### src/rtl/vga_timing_pattern_gen.sv
// Parametrised VGA sync/timing generator with built-in test patterns.
// All outputs are registered and present the decode of (h,v) one enabled edge later.
module vga_timing_pattern_gen #(
  parameter int unsigned H_ACTIVE  = 640,
  parameter int unsigned H_FP      = 16,
  parameter int unsigned H_SYNC    = 96,
  parameter int unsigned H_BP      = 48,
  parameter int unsigned V_ACTIVE  = 480,
  parameter int unsigned V_FP      = 10,
  parameter int unsigned V_SYNC    = 2,
  parameter int unsigned V_BP      = 33,
  parameter int unsigned HSYNC_POL = 0,
  parameter int unsigned VSYNC_POL = 0,
  parameter int unsigned CBITS     = 2,
  parameter int unsigned CHK_LOG2  = 4,
  localparam int unsigned H_TOTAL  = H_ACTIVE + H_FP + H_SYNC + H_BP,
  localparam int unsigned V_TOTAL  = V_ACTIVE + V_FP + V_SYNC + V_BP,
  localparam int unsigned XW       = $clog2(H_TOTAL),
  localparam int unsigned YW       = $clog2(V_TOTAL),
  localparam int unsigned CW       = 3 * CBITS
) (
  input  logic          clk,
  input  logic          reset,
  input  logic          enable,
  input  logic [1:0]    mode,
  input  logic [CW-1:0] solid_color,
  output logic          hsync,
  output logic          vsync,
  output logic          active,
  output logic [XW-1:0] x,
  output logic [YW-1:0] y,
  output logic          line_start,
  output logic          frame_start,
  output logic [CW-1:0] rgb
);

  localparam int unsigned BAR_W  = H_ACTIVE / 8;
  localparam int unsigned BW     = (BAR_W > 1) ? $clog2(BAR_W) : 1;
  localparam int unsigned HS_BEG = H_ACTIVE + H_FP;
  localparam int unsigned HS_END = HS_BEG + H_SYNC;
  localparam int unsigned VS_BEG = V_ACTIVE + V_FP;
  localparam int unsigned VS_END = VS_BEG + V_SYNC;
  localparam logic        HS_ON  = 1'(HSYNC_POL);
  localparam logic        VS_ON  = 1'(VSYNC_POL);

  logic [XW-1:0] h;
  logic [YW-1:0] v;
  logic [BW-1:0] bar_sub;
  logic [2:0]    bar_idx;
  logic [CW-1:0] frame_cnt;
  logic [1:0]    mode_q;
  logic [CW-1:0] color_q;

  logic          h_last_c;
  logic          v_last_c;
  logic          origin_c;
  logic          act_c;
  logic          hs_c;
  logic          vs_c;
  logic          chk_c;
  logic [1:0]    mode_c;
  logic [CW-1:0] color_c;
  logic [CW-1:0] bar_rgb_c;
  logic [CW-1:0] pat_c;

  // Decode of the current counter position and pattern selection
  always_comb begin
    h_last_c  = (32'(h) == H_TOTAL - 1);
    v_last_c  = (32'(v) == V_TOTAL - 1);
    origin_c  = (h == '0) && (v == '0);
    act_c     = (32'(h) < H_ACTIVE) && (32'(v) < V_ACTIVE);
    hs_c      = (32'(h) >= HS_BEG) && (32'(h) < HS_END);
    vs_c      = (32'(v) >= VS_BEG) && (32'(v) < VS_END);
    chk_c     = h[CHK_LOG2] ^ v[CHK_LOG2];
    // The pixel at (0,0) already uses the selection captured on this edge
    mode_c    = origin_c ? mode : mode_q;
    color_c   = origin_c ? solid_color : color_q;
    bar_rgb_c = {{CBITS{~bar_idx[1]}}, {CBITS{~bar_idx[2]}}, {CBITS{~bar_idx[0]}}};
    case (mode_c)
      2'd0:    pat_c = color_c;
      2'd1:    pat_c = bar_rgb_c;
      2'd2:    pat_c = {CW{chk_c}};
      default: pat_c = frame_cnt;
    endcase
    if (!act_c) begin
      pat_c = '0;
    end
  end

  // Position counters, bar counter, frame counter and per-frame pattern latch
  always_ff @(posedge clk or posedge reset) begin
    if (reset) begin
      h         <= '0;
      v         <= '0;
      bar_sub   <= '0;
      bar_idx   <= '0;
      frame_cnt <= '0;
      mode_q    <= '0;
      color_q   <= '0;
    end else if (enable) begin
      if (h_last_c) begin
        h       <= '0;
        bar_sub <= '0;
        bar_idx <= '0;
        if (v_last_c) begin
          v         <= '0;
          frame_cnt <= frame_cnt + 1'b1;
        end else begin
          v <= v + 1'b1;
        end
      end else begin
        h <= h + 1'b1;
        if (32'(bar_sub) == BAR_W - 1) begin
          bar_sub <= '0;
          bar_idx <= bar_idx + 1'b1;
        end else begin
          bar_sub <= bar_sub + 1'b1;
        end
      end
      if (origin_c) begin
        mode_q  <= mode;
        color_q <= solid_color;
      end
    end
  end

  // Output registers: all outputs move together on the same enabled edge
  always_ff @(posedge clk or posedge reset) begin
    if (reset) begin
      hsync       <= ~HS_ON;
      vsync       <= ~VS_ON;
      active      <= 1'b0;
      x           <= '0;
      y           <= '0;
      line_start  <= 1'b0;
      frame_start <= 1'b0;
      rgb         <= '0;
    end else if (enable) begin
      hsync       <= hs_c ? HS_ON : ~HS_ON;
      vsync       <= vs_c ? VS_ON : ~VS_ON;
      active      <= act_c;
      x           <= h;
      y           <= v;
      line_start  <= (h == '0);
      frame_start <= origin_c;
      rgb         <= pat_c;
    end
  end

endmodule

### config.mk
export PLATFORM = sky130hd
export DESIGN_NAME = vga_timing_pattern_gen
export DESIGN_NICKNAME = d
export VERILOG_FILES = /design/src/rtl/vga_timing_pattern_gen.sv
export SDC_FILE = /design/constraint.sdc
export NUM_CORES = 1
export LEC_CHECK = 0
export ABC_AREA = 1
export CAP_MARGIN = 20
export CORE_MARGIN = 4
export CORE_UTILIZATION = 34
export CTS_CLUSTER_DIAMETER = 100
export DETAILED_ROUTE_END_ITERATION = 10
export PLACE_DENSITY = 0.6
export SYNTH_ARGS = -nofsm -noshare
export SYNTH_HDL_FRONTEND = slang
export SYNTH_SLANG_ARGS = --single-unit
### constraint.sdc
create_clock -name clk -period 2.4 [get_ports clk]
set_input_delay 0.48 -clock clk [delete_from_list [all_inputs] [get_ports clk]]
set_output_delay 0.48 -clock clk [all_outputs]
set_load 0.02 [all_outputs]
==> results.md <==
* Number of synthesized flops with an enable pin at 0
* Antenna violations before repair at 0
* Crit-path max FO at 14
* FF-to-FF End: rgb[5]
* Die height at 113 um
* Via count at 2870
* Clock root buffer: clkbuf_8
* Routed Antenna Nets at 0
* Worst hold slack at 0.446 ns
* Delay-heaviest family, CP: simple AND/OR/NAND/NOR gates
* R2R Setup Slk at 0.28 ns
* Finished Layout Cells at 627
* Storage element area at 0.00188 mm2
* Final setup fails at 0
* Synthesis warning total at 0
* Sequential-to-total area share from yosys stat at 50.5%
* Most common cell in the netlist: nand2_1
* Slowest stage cell, crit path: dfrtp_1
* Die Width at 113 um
* Vias in the first global route at 2997
* Mapped Nets at 454
* Crit. path cell count at 15
* Main synth FF type: dfrtp_1
* Required @ worst endpoint at 2.66 ns
* CP Launch Point: v[0]
* Post-Syn Area at 0.00372 mm2
* Fin util at 43.1%
* Setup crit end: rgb[5]
* Post-synth top area cell: dfrtp_1
* First-pass GRT wire length at 14500 um
* Clk buf depth at 2
* PnR Total Power at 3.32 mW
* Post-CTS Setup Bufs at 0
* Outcome: complete, no violations
* Worst flop-to-flop path startpoint: v[0]
* Remaining DRCs at 0
* Post-CTS Hold Buffers at 0
* Worst path buffer plus inverter count at 3
* Least-Margin Pin Slew at 0.462 ns
* Most frequent CP cell: nand2_1
* Num Clock Sinks at 75
* Core footprint at 0.0105 mm2
* Post-synth top cells: 109 x nand2_1, 73 x dfrtp_1, 53 x inv_1
* Cell row count at 37
* Final Hold Fails at 0
* Area Growth Syn to Fin at 21.7%
* Fin Clk Skew at 0.0148 ns
* Synth area leaders: dfrtp_1 49%, nand2_1 11%, o21ai_0 5.5%
* # nets final at 504
* Sum Neg Setup Slack at 0 ns
* Synth Instances at 436
* Final Instance Area at 0.00453 mm2
* Tcrit/Tclk final at 88.3%
* Fraction of layout cells with a size suffix above 1 at 12.2%
* Largest net degree at the start of global routing at 37
* Final Max Slew Viols at 0
* Post-synth top area share at 49.1%
* Multi-input gate area at 0.00156 mm2
* Worst VDD drop at 260 uV
* Startpoint types: register
* First DRT Iteration DRCs at 143
* Max transition margin at 69.2%
* Inst Count DP at 611
* CTS resizes at 0
* Die area at 0.0127 mm2
* Max H-tree Level at 3
* Setup WS pre-CTS at 0.213 ns
* Inserted Diodes at 0
* Syn avg cell area at 8.53 um2
* Final wirelength at 8240 um
* Worst-path clk slew at 0.08 ns
* Period minus WS final at 2.12 ns
* Worst-path cell chain: inv_1, ha_1, inv_1, nor2_1, nand3_1, nor2_4, nand2_4, nand2_1, nand2_4, nand2_4, inv_2, a21oi_1, nand2_1, nand2_1, nand2_1
* Crit. End Element: register
* GPL Wtd Cong at 0.837
* Max Freq at 0.472 GHz
* PortBufs at 41
* Via density at 4.58
* Worst R2R Path Depth at 15
* Crit-path max cell delay at 0.38 ns
* Worst skew pair latency at 0.36 ns
* IO Count at 42
* Flops & latches, synth at 75
* Critical path class: register to register
* Post-synthesis async set-or-reset flop share at 100%
* CTS tree: built
* Leakage power at 2.25 nW
* Pre-antenna DRT Iters at 4
* Per-cell routed wire length at 13.1 um
* Initial Util at 35.4%
* Post-synthesis cell type count at 36
* Hold crit path type: input pin to async pin
* Final Worst Setup Slack at 0.282 ns
* Gr ovfl total at 0
* GRT Util Overall at 14.2%
* Pwr Density at 733 mW/mm2
* Fill cells at 1024
* Hpwl dp at 6220 um
* CTS buffer count at 9
* DP Area at 0.00435 mm2
* CP Data Arrival Time at 2.38 ns
* Max Cap Violations at 0
* RSZ-0062 raised after global routing: no
==> report_power, final <==
group / switching, mW / leakage [nW] / internal (mW)
Clock: 0.454 / 0.0914 / 0.479
Sequential: 0.171 / 0.913 / 1.44
Combinational: 0.464 / 1.25 / 0.309
==> routing by layer <==
metal  wire length, um  global-route usage, %  vias to the layer above
met5                 0                      0                        -
met4               153                   5.77                        0
met3               318                   3.72                       13
met2              3760                   22.2                       44
met1              4010                   18.8                     1330
li1                  -                      -                     1483
==> area by class of cell <==
cell class	count	share of cell area (%)
flip-flops and latches	75	41.5
multi-input cells	289	34.5
repair buffers	48	11.1
inverters	63	5.25
well taps	136	3.76
clock buffers	13	3.07
clock inverters	3	0.884
==> registers in the layout, indices dropped and copies added (netlist names), 6 cells and up <==
signal and flops:
color_q 6, y 10, rgb 6, h 10, bar_sub 7, x 10
frame_cnt 6, v 10
==> cells by family after synthesis <==
group	Yosys count	share of synthesized area, %
AND/OR/NAND/NOR	201	26.5
flip-flops	75	50.5
buffers and inverters	72	7.53
AO/OA/AOI/OAI	65	9.35
XOR/XNOR	16	3.77
adder cells (fa/ha/maj)	7	2.35
==> how the worst min path moves through the flow <==
stage | endpoint | cells after the start
6_report | rgb[5] | 2
5_1_grt | rgb[5] | 2
4_1_cts | rgb[5] | 2
3_5_place_dp | x[0] | 2
3_3_place_gp | x[2] | 2
2_1_floorplan | frame_cnt[5] | 1
==> cell usage in the layout (no fill, tap or decap), drive strengths merged <==
cell type	synthesis	layout
nand2	117	117
dfrtp	73	73
inv	61	61
o21ai	43	43
clkdlybuf4s50	0	41
nor2	40	40
nand3	27	27
xor2	13	13
clkbuf	7	13
nor3	12	12
a21oi	11	11
ha	7	7
buf	2	7
clkinv	2	4
a31oi	3	3
xnor2	3	3
nand4	3	3
o22ai	2	2
a211oi	2	2
o21a	2	2
dfstp	2	2
nand3b	1	1
o22a	1	1
a22oi	1	1
nor4	1	1
bufinv	0	1
Power figures use the tool's default switching activity.
